### src/rtl/aes_round_sequencer.sv
// AES round sequencer: steps a round datapath through load, Nr-1 middle rounds,
// the final round and result drain, with COLS 32-bit columns per beat.
module aes_round_sequencer #(
    parameter  int COLS  = 1,
    localparam int B     = 4 / COLS,
    localparam int CNT_W = (B > 1) ? $clog2(B) : 1
) (
    input  logic             clk,
    input  logic             rst,
    input  logic             start_valid,
    output logic             start_ready,
    input  logic [1:0]       key_len,
    input  logic             mode,
    output logic             mode_q,
    input  logic             din_valid,
    output logic             din_ready,
    input  logic             key_valid,
    output logic             key_req,
    output logic             out_valid,
    input  logic             out_ready,
    input  logic             abort,
    output logic [CNT_W-1:0] count_cycle,
    output logic [3:0]       round_idx,
    output logic             input_round,
    output logic             last_round,
    output logic             done_round,
    output logic             idle_round,
    output logic             round_en,
    output logic             err
);

    if (!(COLS == 1 || COLS == 2 || COLS == 4)) begin : g_bad_cols
        $error("aes_round_sequencer: COLS must be 1, 2 or 4");
    end

    typedef enum logic [2:0] {
        S_IDLE,
        S_LOAD,
        S_ROUND,
        S_LAST,
        S_DONE
    } state_t;

    state_t           r_state;
    logic [CNT_W-1:0] r_cnt;
    logic [3:0]       r_round;
    logic [3:0]       r_nr;
    logic             r_mode;
    logic             r_err;
    logic             r_idle;
    logic             r_input;
    logic             r_key_req;
    logic             r_last;
    logic             r_done;

    state_t           w_state_nxt;
    logic [CNT_W-1:0] w_cnt_nxt;
    logic [3:0]       w_round_nxt;
    logic             w_err_nxt;
    logic             w_beat_last;
    logic             w_key_adv;
    logic             w_out_adv;
    logic             w_abort;
    logic             w_adv;
    logic             w_start;
    logic             w_start_ok;

    // Beat-advance qualification is the only combinational use of the handshakes.
    always_comb begin
        w_key_adv = 1'b0;
        case (r_state)
            S_LOAD:          w_key_adv = din_valid & key_valid;
            S_ROUND, S_LAST: w_key_adv = key_valid;
            default:         w_key_adv = 1'b0;
        endcase
    end

    assign w_beat_last = (r_cnt == CNT_W'(B - 1));
    assign w_out_adv   = (r_state == S_DONE) & out_ready;
    assign w_abort     = abort & (r_state != S_IDLE);
    assign w_adv       = (w_key_adv | w_out_adv) & ~w_abort;
    assign w_start     = (r_state == S_IDLE) & start_valid;
    assign w_start_ok  = w_start & (key_len != 2'd3);

    always_comb begin
        w_state_nxt = r_state;
        w_cnt_nxt   = r_cnt;
        w_round_nxt = r_round;
        w_err_nxt   = 1'b0;
        if (w_abort) begin
            w_state_nxt = S_IDLE;
            w_cnt_nxt   = '0;
            w_round_nxt = 4'd0;
        end else if (w_start) begin
            if (w_start_ok) begin
                w_state_nxt = S_LOAD;
                w_cnt_nxt   = '0;
                w_round_nxt = 4'd0;
            end else begin
                w_err_nxt = 1'b1;
            end
        end else if (w_adv) begin
            if (w_beat_last) begin
                w_cnt_nxt = '0;
                case (r_state)
                    S_LOAD: begin
                        w_state_nxt = S_ROUND;
                        w_round_nxt = 4'd1;
                    end
                    S_ROUND: begin
                        w_round_nxt = r_round + 4'd1;
                        if ((r_round + 4'd1) == r_nr) begin
                            w_state_nxt = S_LAST;
                        end
                    end
                    S_LAST: begin
                        w_state_nxt = S_DONE;
                    end
                    S_DONE: begin
                        w_state_nxt = S_IDLE;
                        w_round_nxt = 4'd0;
                    end
                    default: begin
                        w_state_nxt = S_IDLE;
                        w_round_nxt = 4'd0;
                    end
                endcase
            end else begin
                w_cnt_nxt = r_cnt + CNT_W'(1);
            end
        end
    end

    // Phase strobes are registered from the next state so they are clean flop outputs.
    always_ff @(posedge clk) begin
        if (rst) begin
            r_state   <= S_IDLE;
            r_cnt     <= '0;
            r_round   <= 4'd0;
            r_nr      <= 4'd10;
            r_mode    <= 1'b0;
            r_err     <= 1'b0;
            r_idle    <= 1'b1;
            r_input   <= 1'b0;
            r_key_req <= 1'b0;
            r_last    <= 1'b0;
            r_done    <= 1'b0;
        end else begin
            r_state   <= w_state_nxt;
            r_cnt     <= w_cnt_nxt;
            r_round   <= w_round_nxt;
            r_err     <= w_err_nxt;
            r_idle    <= (w_state_nxt == S_IDLE);
            r_input   <= (w_state_nxt == S_LOAD);
            r_key_req <= (w_state_nxt == S_LOAD) || (w_state_nxt == S_ROUND) ||
                         (w_state_nxt == S_LAST);
            r_last    <= (w_state_nxt == S_LAST);
            r_done    <= (w_state_nxt == S_DONE);
            if (w_start_ok) begin
                r_nr   <= 4'd10 + {1'b0, key_len, 1'b0};
                r_mode <= mode;
            end
        end
    end

    assign start_ready = r_idle;
    assign idle_round  = r_idle;
    assign input_round = r_input;
    assign din_ready   = r_input;
    assign key_req     = r_key_req;
    assign last_round  = r_last;
    assign done_round  = r_done;
    assign out_valid   = r_done;
    assign count_cycle = r_cnt;
    assign round_idx   = r_round;
    assign mode_q      = r_mode;
    assign err         = r_err;
    assign round_en    = w_key_adv & ~w_abort & ~rst;

endmodule

### config.mk
export PLATFORM = sky130hd
export DESIGN_NAME = aes_round_sequencer
export DESIGN_NICKNAME = d
export VERILOG_FILES = /design/src/rtl/aes_round_sequencer.sv
export SDC_FILE = /design/constraint.sdc
export NUM_CORES = 1
export LEC_CHECK = 0
export ABC_CLOCK_PERIOD_IN_PS = 2000
export CAP_MARGIN = 15
export CORE_ASPECT_RATIO = 1.25
export CORE_UTILIZATION = 46
export CTS_CLUSTER_SIZE = 12
export DETAILED_ROUTE_END_ITERATION = 8
export PLACE_DENSITY = 0.74
export SKIP_LAST_GASP = 1
export SLEW_MARGIN = 20
export SYNTH_ARGS = -nofsm -noshare
export SYNTH_HDL_FRONTEND = slang
export SYNTH_SLANG_ARGS = --single-unit
### constraint.sdc
create_clock -name clk -period 2 [get_ports clk]
set_input_delay 0.4 -clock clk [delete_from_list [all_inputs] [get_ports clk]]
set_output_delay 0.4 -clock clk [all_outputs]
set_load 0.1 [all_outputs]
Yosys cells after proc, flatten, opt, wreduce, memory -nomap -nowiden:

Index checks and enable logic that the tools add are counted.
W data, S select, Z words.

* bits in registers: 20
* input bits: 10
* output and inout port bits: 17

* add/sub/neg operators: 3
* equality and inequality tests: 13
* muxes and demuxes: 18
* bitwise gates (word level): 12
* reduce and logical (&&, ||, !) cells: 12

Operator list (count)
* $mux W3: 6
* $mux W4: 4
* $eq A3 B2 Y1 const B: 4
* $pmux W4 S3: 1
* $pmux W3 S3: 1
* $and A1 B1 Y1: 8
* $mux W2: 4
* $eq A3 B1 Y1 const B: 2
* $eq A3 B3 Y1 const B: 2
* $logic_not A3 Y1: 2
* $add A4 B1 Y4 const B: 1
* $add A4 B3 Y4 const A: 1
* $eq A4 B4 Y1: 1
* $ne A2 B2 Y1 const B: 2
* $reduce_and A4 Y1: 1
* $reduce_bool A2 Y1: 2
* $reduce_or A2 Y1: 2
* $not A1 Y1: 3
* $reduce_bool A3 Y1: 1
* $reduce_or A3 Y1: 1
* $add A2 B1 Y2 const B: 1
* $eq A2 B2 Y1 const B: 1
* $logic_or A1 B1 Y1: 2
* $ne A2 B1 Y1 const B: 1
* 4 further kinds: 4

Depth between registers and ports, before layout:

* depth after elaboration: 11
* depth in mapped cells: 6
* mapped depth without buffers: 6

Least setup slack after synthesis:

Ideal clock, no wire load.

* path kind: reg-to-output
* from: reg r_state[0]
* to: out round_en
* arrival time: 3244 ps
* path slack: -1644 ps
* cell stages (with the launch flop): 5
* cell sequence: dfxtp_1 -> buf_2 -> o31ai_1 -> nand2_1 -> nor3_1

* longest elaborated chain between the ends: 5
* elaborated cells on any way between the ends: 10
* classes of those cells: eq/ne (3); mux (1); bitwise (4); reduce/logical (2)

Ends and longest elaborated chain
* start, declared: RTL line 44 `state_t r_state;`
* start signal, assigned: RTL line 149 `r_state <= w_state_nxt;`
* $eq A3 B2 Y1 or $reduce_bool A3 Y1 (tied branches): RTL line 71, 80
* $reduce_or A2 Y1 or $and A1 B1 Y1 (tied branches): RTL line 71, 80
* $pmux W1 S2 or $not A1 Y1 (tied branches): RTL line 71, 178
* $and A1 B1 Y1 * (2 in series): RTL line 178 `assign round_en = w_key_adv & ~w_abort & ~rst;`
* end, declared: RTL line 28 `output logic round_en,`

Mark *: on every way between the ends. The rest lies on a longest branch, timed or not.

Final worst setup path:

* from: in din_valid
* to: out round_en

* longest elaborated chain between the ends: 4

Ends and longest elaborated chain
* start, declared: RTL line 15 `input logic din_valid,`
* $and A1 B1 Y1: RTL line 72 `S_LOAD: w_key_adv = din_valid & key_valid;`
* $pmux W1 S2: RTL line 71 `case (r_state)`
* $and A1 B1 Y1 (2 in series): RTL line 178

No other way between the ends.

==> impl_summary.md <==
Run status
The run finished, with violations left. The checks that failed: DRC, setup timing.

Synthesis
Synthesis produced 108 cells. During synthesis, Yosys emitted a total of 0 warnings. The synthesized area per cell is 9.18 um^2. The number of library cell types mapped by synthesis is 46. In the synthesized netlist the dominant register cell turns out to be sky130_fd_sc_hd__dfxtp_1. Summing the sequential cell areas from Yosys gives 38.4% of the chip area. For this run, asynchronously set or reset flops after synthesis account for 0%. The post-synthesis net count is roughly 120. The number of register bits inferred by synthesis is 19. Counting flops with a built-in enable in the synthesized netlist gives 0. After synthesis the cells add up to 991 um^2.

Clock network
TritonCTS built the clock tree. Clock tree synthesis found a total of 19 sinks. The level count of the clock H-tree is 1. The tree is rooted in a sky130_fd_sc_hd__clkbuf_4.

The cts-stage hold buffer count is 0. The clock transition at the registers of the reported paths is 0.11 ns. The number of clock buffers inserted by TritonCTS is 3. The clock latency of the later-clocked register in the worst-skew pair is 0.29 ns. The buffer levels on the longest clock path is 2.

Timing
The worst pin sits at a relative slew slack of 73.1%. For the pin with the worst max-slew slack, the measured transition is 0.403 ns. The final critical path time including I/O delays and setup is approximately 2.0 ns.

The period utilization is 100%. The maximum operating frequency is approximately 500 MHz. After layout, the worst setup slack is -0.00486 ns. Hold is met by about 0.47 ns. The number of hold violations in the final report is 0. Setup repair after global routing could not meet its margin everywhere. The total setup violations reported at the end of the flow is 1. The count of pins over their slew limit is 0.

The worst clock skew on the final layout is around 0.0093 ns.

Route
The aggregate routed wire length is approximately 2100 um. The overall via count from detail_route is 897. The first TritonRoute pass finished after 8 iterations. The first routing iteration left 13 violations. After detailed routing, the average wire length per cell comes to about 13 um. The number of routed nets with antenna violations is 0. The DRC violation count after routing is 1.

Using the TritonRoute via totals, the vias-per-cell ratio works out to 5.44.

Flow run
The max-cap violation count is 0.

Critical path
The critical path arrival is between 1.5 and 2 ns. Walking the worst path, the cells encountered are clkdlybuf4s50_1 > a21oi_1 > buf_4 > nor3_4 > buf_12. The type of element capturing the critical path is an output port. On the worst path, the slowest cell contributes a delay of 0.51 ns. For the worst setup path, the data required time is 1.60 ns. The nature of the critical path startpoint is a primary input.

The maximum fanout count along the critical path is 3. The setup slack of the worst register-to-register path is about 0.16 ns. The critical path is of the primary input to output port type. The cell with the largest stage delay on the worst path is sky130_fd_sc_hd__clkdlybuf4s50_1.

Global route
The number of antenna violations at the first check in global routing is 0. Entering global routing, the biggest net connects 12 pins. The number of global-route vias before repair is 763. The aggregate global-route resource usage is 19.5%. The total global routing overflow is 0. The wire length of the first global-routing pass is 3350 um.

Final layout
The area overhead of the layout relative to synthesis is 38.1%. The most common library cell in the layout ignoring fill and taps is sky130_fd_sc_hd__buf_4. Cells with a size suffix above 1 make up 37.2% of the layout. With fillers left out, the area of the finished cells amounts to 1370 um^2. The number of fill cells is 177.

Leaving out fill and tap cells, the most frequent cells in the layout are sky130_fd_sc_hd__buf_4 (30), sky130_fd_sc_hd__dfxtp_1 (11), sky130_fd_sc_hd__nand2_1 (10), sky130_fd_sc_hd__nor2_1 (10), sky130_fd_sc_hd__clkdlybuf4s50_1 (9). The number of nets in the finished design is about 160. The number of antenna diodes in the final layout is 0. For this run, the number of standard cells in the final layout without fillers is 165.

Pwr
Dividing total power by cell area gives a power density of 612 nW/um^2. The peak supply drop is 0.644 mV. The combinational group share of total power is 28.9%. The switching component of the power is 0.000288 W. The internal cell power is 0.000550 W. The share of total power consumed by net switching is roughly 34%. The analysis attributes to cell leakage a power of about 0.57 nW. The share of total power dissipated in the clock network is 23.0%. The share of total power dissipated in sequential elements is 48.0%.

Floorplan
The placement row count is 18. Measured along the x axis, the die boundary spans about 44 um. The die covers 2350 um^2. For this configuration, the core starts out at a cell density of 49.4%. During I/O placement, the number of pins put on the boundary was 27.

The die boundary height is 53.9 um. The core region is approximately 2000 um^2.

Placement
Once placement completed, the tool counted placed cells totaling 160. The final RePlAce weighted congestion is 0.815. The placed instance area is 1330 um^2. The number of buffers added on ports is 26. The HPWL after detailed placement is 1720 um.

Min path
The type of the tightest min-delay check is flop to flop.
-- logic make-up (layout without fill, tap and decap cells) --
group	count (synthesis)	count (layout)	share of synthesized area (%)
buf+inv	9	46	5.68
xor+xnor	5	5	4.42
mux	2	2	2.15
compound gates	29	29	21.3
fa+ha+maj	3	3	3.79
flops	19	19	38.4
simple gates	41	41	24.2
-- synthesized netlist by cell type (2+ instances only) --
cell,n,share of area [%]
sky130_fd_sc_hd__nor3_1,2,1.0
sky130_fd_sc_hd__xor2_1,2,1.8
sky130_fd_sc_hd__ha_1,3,3.8
sky130_fd_sc_hd__a21oi_2,2,1.8
sky130_fd_sc_hd__nand2b_1,2,1.3
sky130_fd_sc_hd__nand2_1,11,4.2
sky130_fd_sc_hd__a21oi_1,8,4.0
sky130_fd_sc_hd__nor2_1,10,3.8
sky130_fd_sc_hd__dfxtp_1,19,38
sky130_fd_sc_hd__buf_4,3,2.3
sky130_fd_sc_hd__xnor2_1,3,2.7
sky130_fd_sc_hd__or3_1,2,1.3
sky130_fd_sc_hd__inv_1,2,0.76
sky130_fd_sc_hd__o31ai_1,2,1.5
sky130_fd_sc_hd__o211ai_1,3,2.3
sky130_fd_sc_hd__buf_2,3,1.5
sky130_fd_sc_hd__nand3b_1,2,1.5
-- final cells by class --
| type | instances | area (um^2) | area share [%] |
|---|---|---|---|
| Multi-Input combinational cell | 80 | 583 | 42.6 |
| Tap cell | 20 | 25.0 | 1.83 |
| Inverter | 2 | 7.51 | 0.548 |
| Sequential cell | 19 | 390 | 28.5 |
| Timing Repair Buffer | 40 | 335 | 24.5 |
| Clock buffer | 3 | 22.5 | 1.65 |
| Clock inverter | 1 | 5.00 | 0.366 |
-- flip-flops by register name, indices dropped and copies added (netlist names) --
name	count
count_cycle	2
din_ready	1
done_round	1
err	1
idle_round	1
key_req	1
last_round	1
mode_q	1
r_nr	3
r_state	3
round_idx	4
-- critical path: cells and delay by family --
kind,cells,cell delay (ns)
AOI/OAI and AO/OA,1,0.11
buffers and inverters,3,0.88
and+or+nand+nor,1,0.20
-- metal layers --
metal | global-route usage, % | wire, um | up-vias | part of all wire, %
li1 | - | - | 462 | -
met1 | 22.7 | 924 | 414 | 43
met2 | 35.6 | 1100 | 17 | 52
met3 | 2.35 | 71 | 4 | 3.3
met4 | 8.85 | 36 | 0 | 1.7
met5 | 0 | 0 | - | 0
-- worst paths after layout --
path / startpoint / end / cells past startpoint
worst max register to register: r_state[1]$_SDFF_PP0_ / round_idx[3]$_SDFFE_PP0P_ / 5
worst max-delay path: din_valid / round_en / 5
worst min-delay path: mode_q$_SDFFE_PP0P_ / mode_q$_SDFFE_PP0P_ / 2
worst min register to register: mode_q$_SDFFE_PP0P_ / mode_q$_SDFFE_PP0P_ / 2
-- metrics by stage --
step	setup TNS (ns)	utilization (%)	total power (W)	setup WS [ns]
after detailed placement	-1.26	66.4	0.000651	-0.182
final	-0.00486	68.3	0.000838	-0.00486
after global placement	-1.04	66.4	0.000649	-0.140
after CTS	0	68.1	0.000842	0.00390
after global routing	-0.0779	68.3	0.000874	-0.0778
after floorplan	-0.109	-	0.000578	-0.109
-- power groups by stage --
stage | sequential, W | clock, W | combinational (W)
floorplan | 0.000472 | 0 | 0.000105
global placement | 0.000410 | 0 | 0.000239
detailed placement | 0.000411 | 0 | 0.000240
CTS | 0.000402 | 0.000197 | 0.000243
global route | 0.000405 | 0.000213 | 0.000256
finish | 0.000402 | 0.000193 | 0.000243
-- timing repair --
action | CTS | global route
gates resized for setup | 0 | 3
endpoints found under the setup margin | 1 | 5
setup buffers | 1 | 0
pin swaps | 2 | 0
Note: power is estimated with default switching activity, not from simulation.
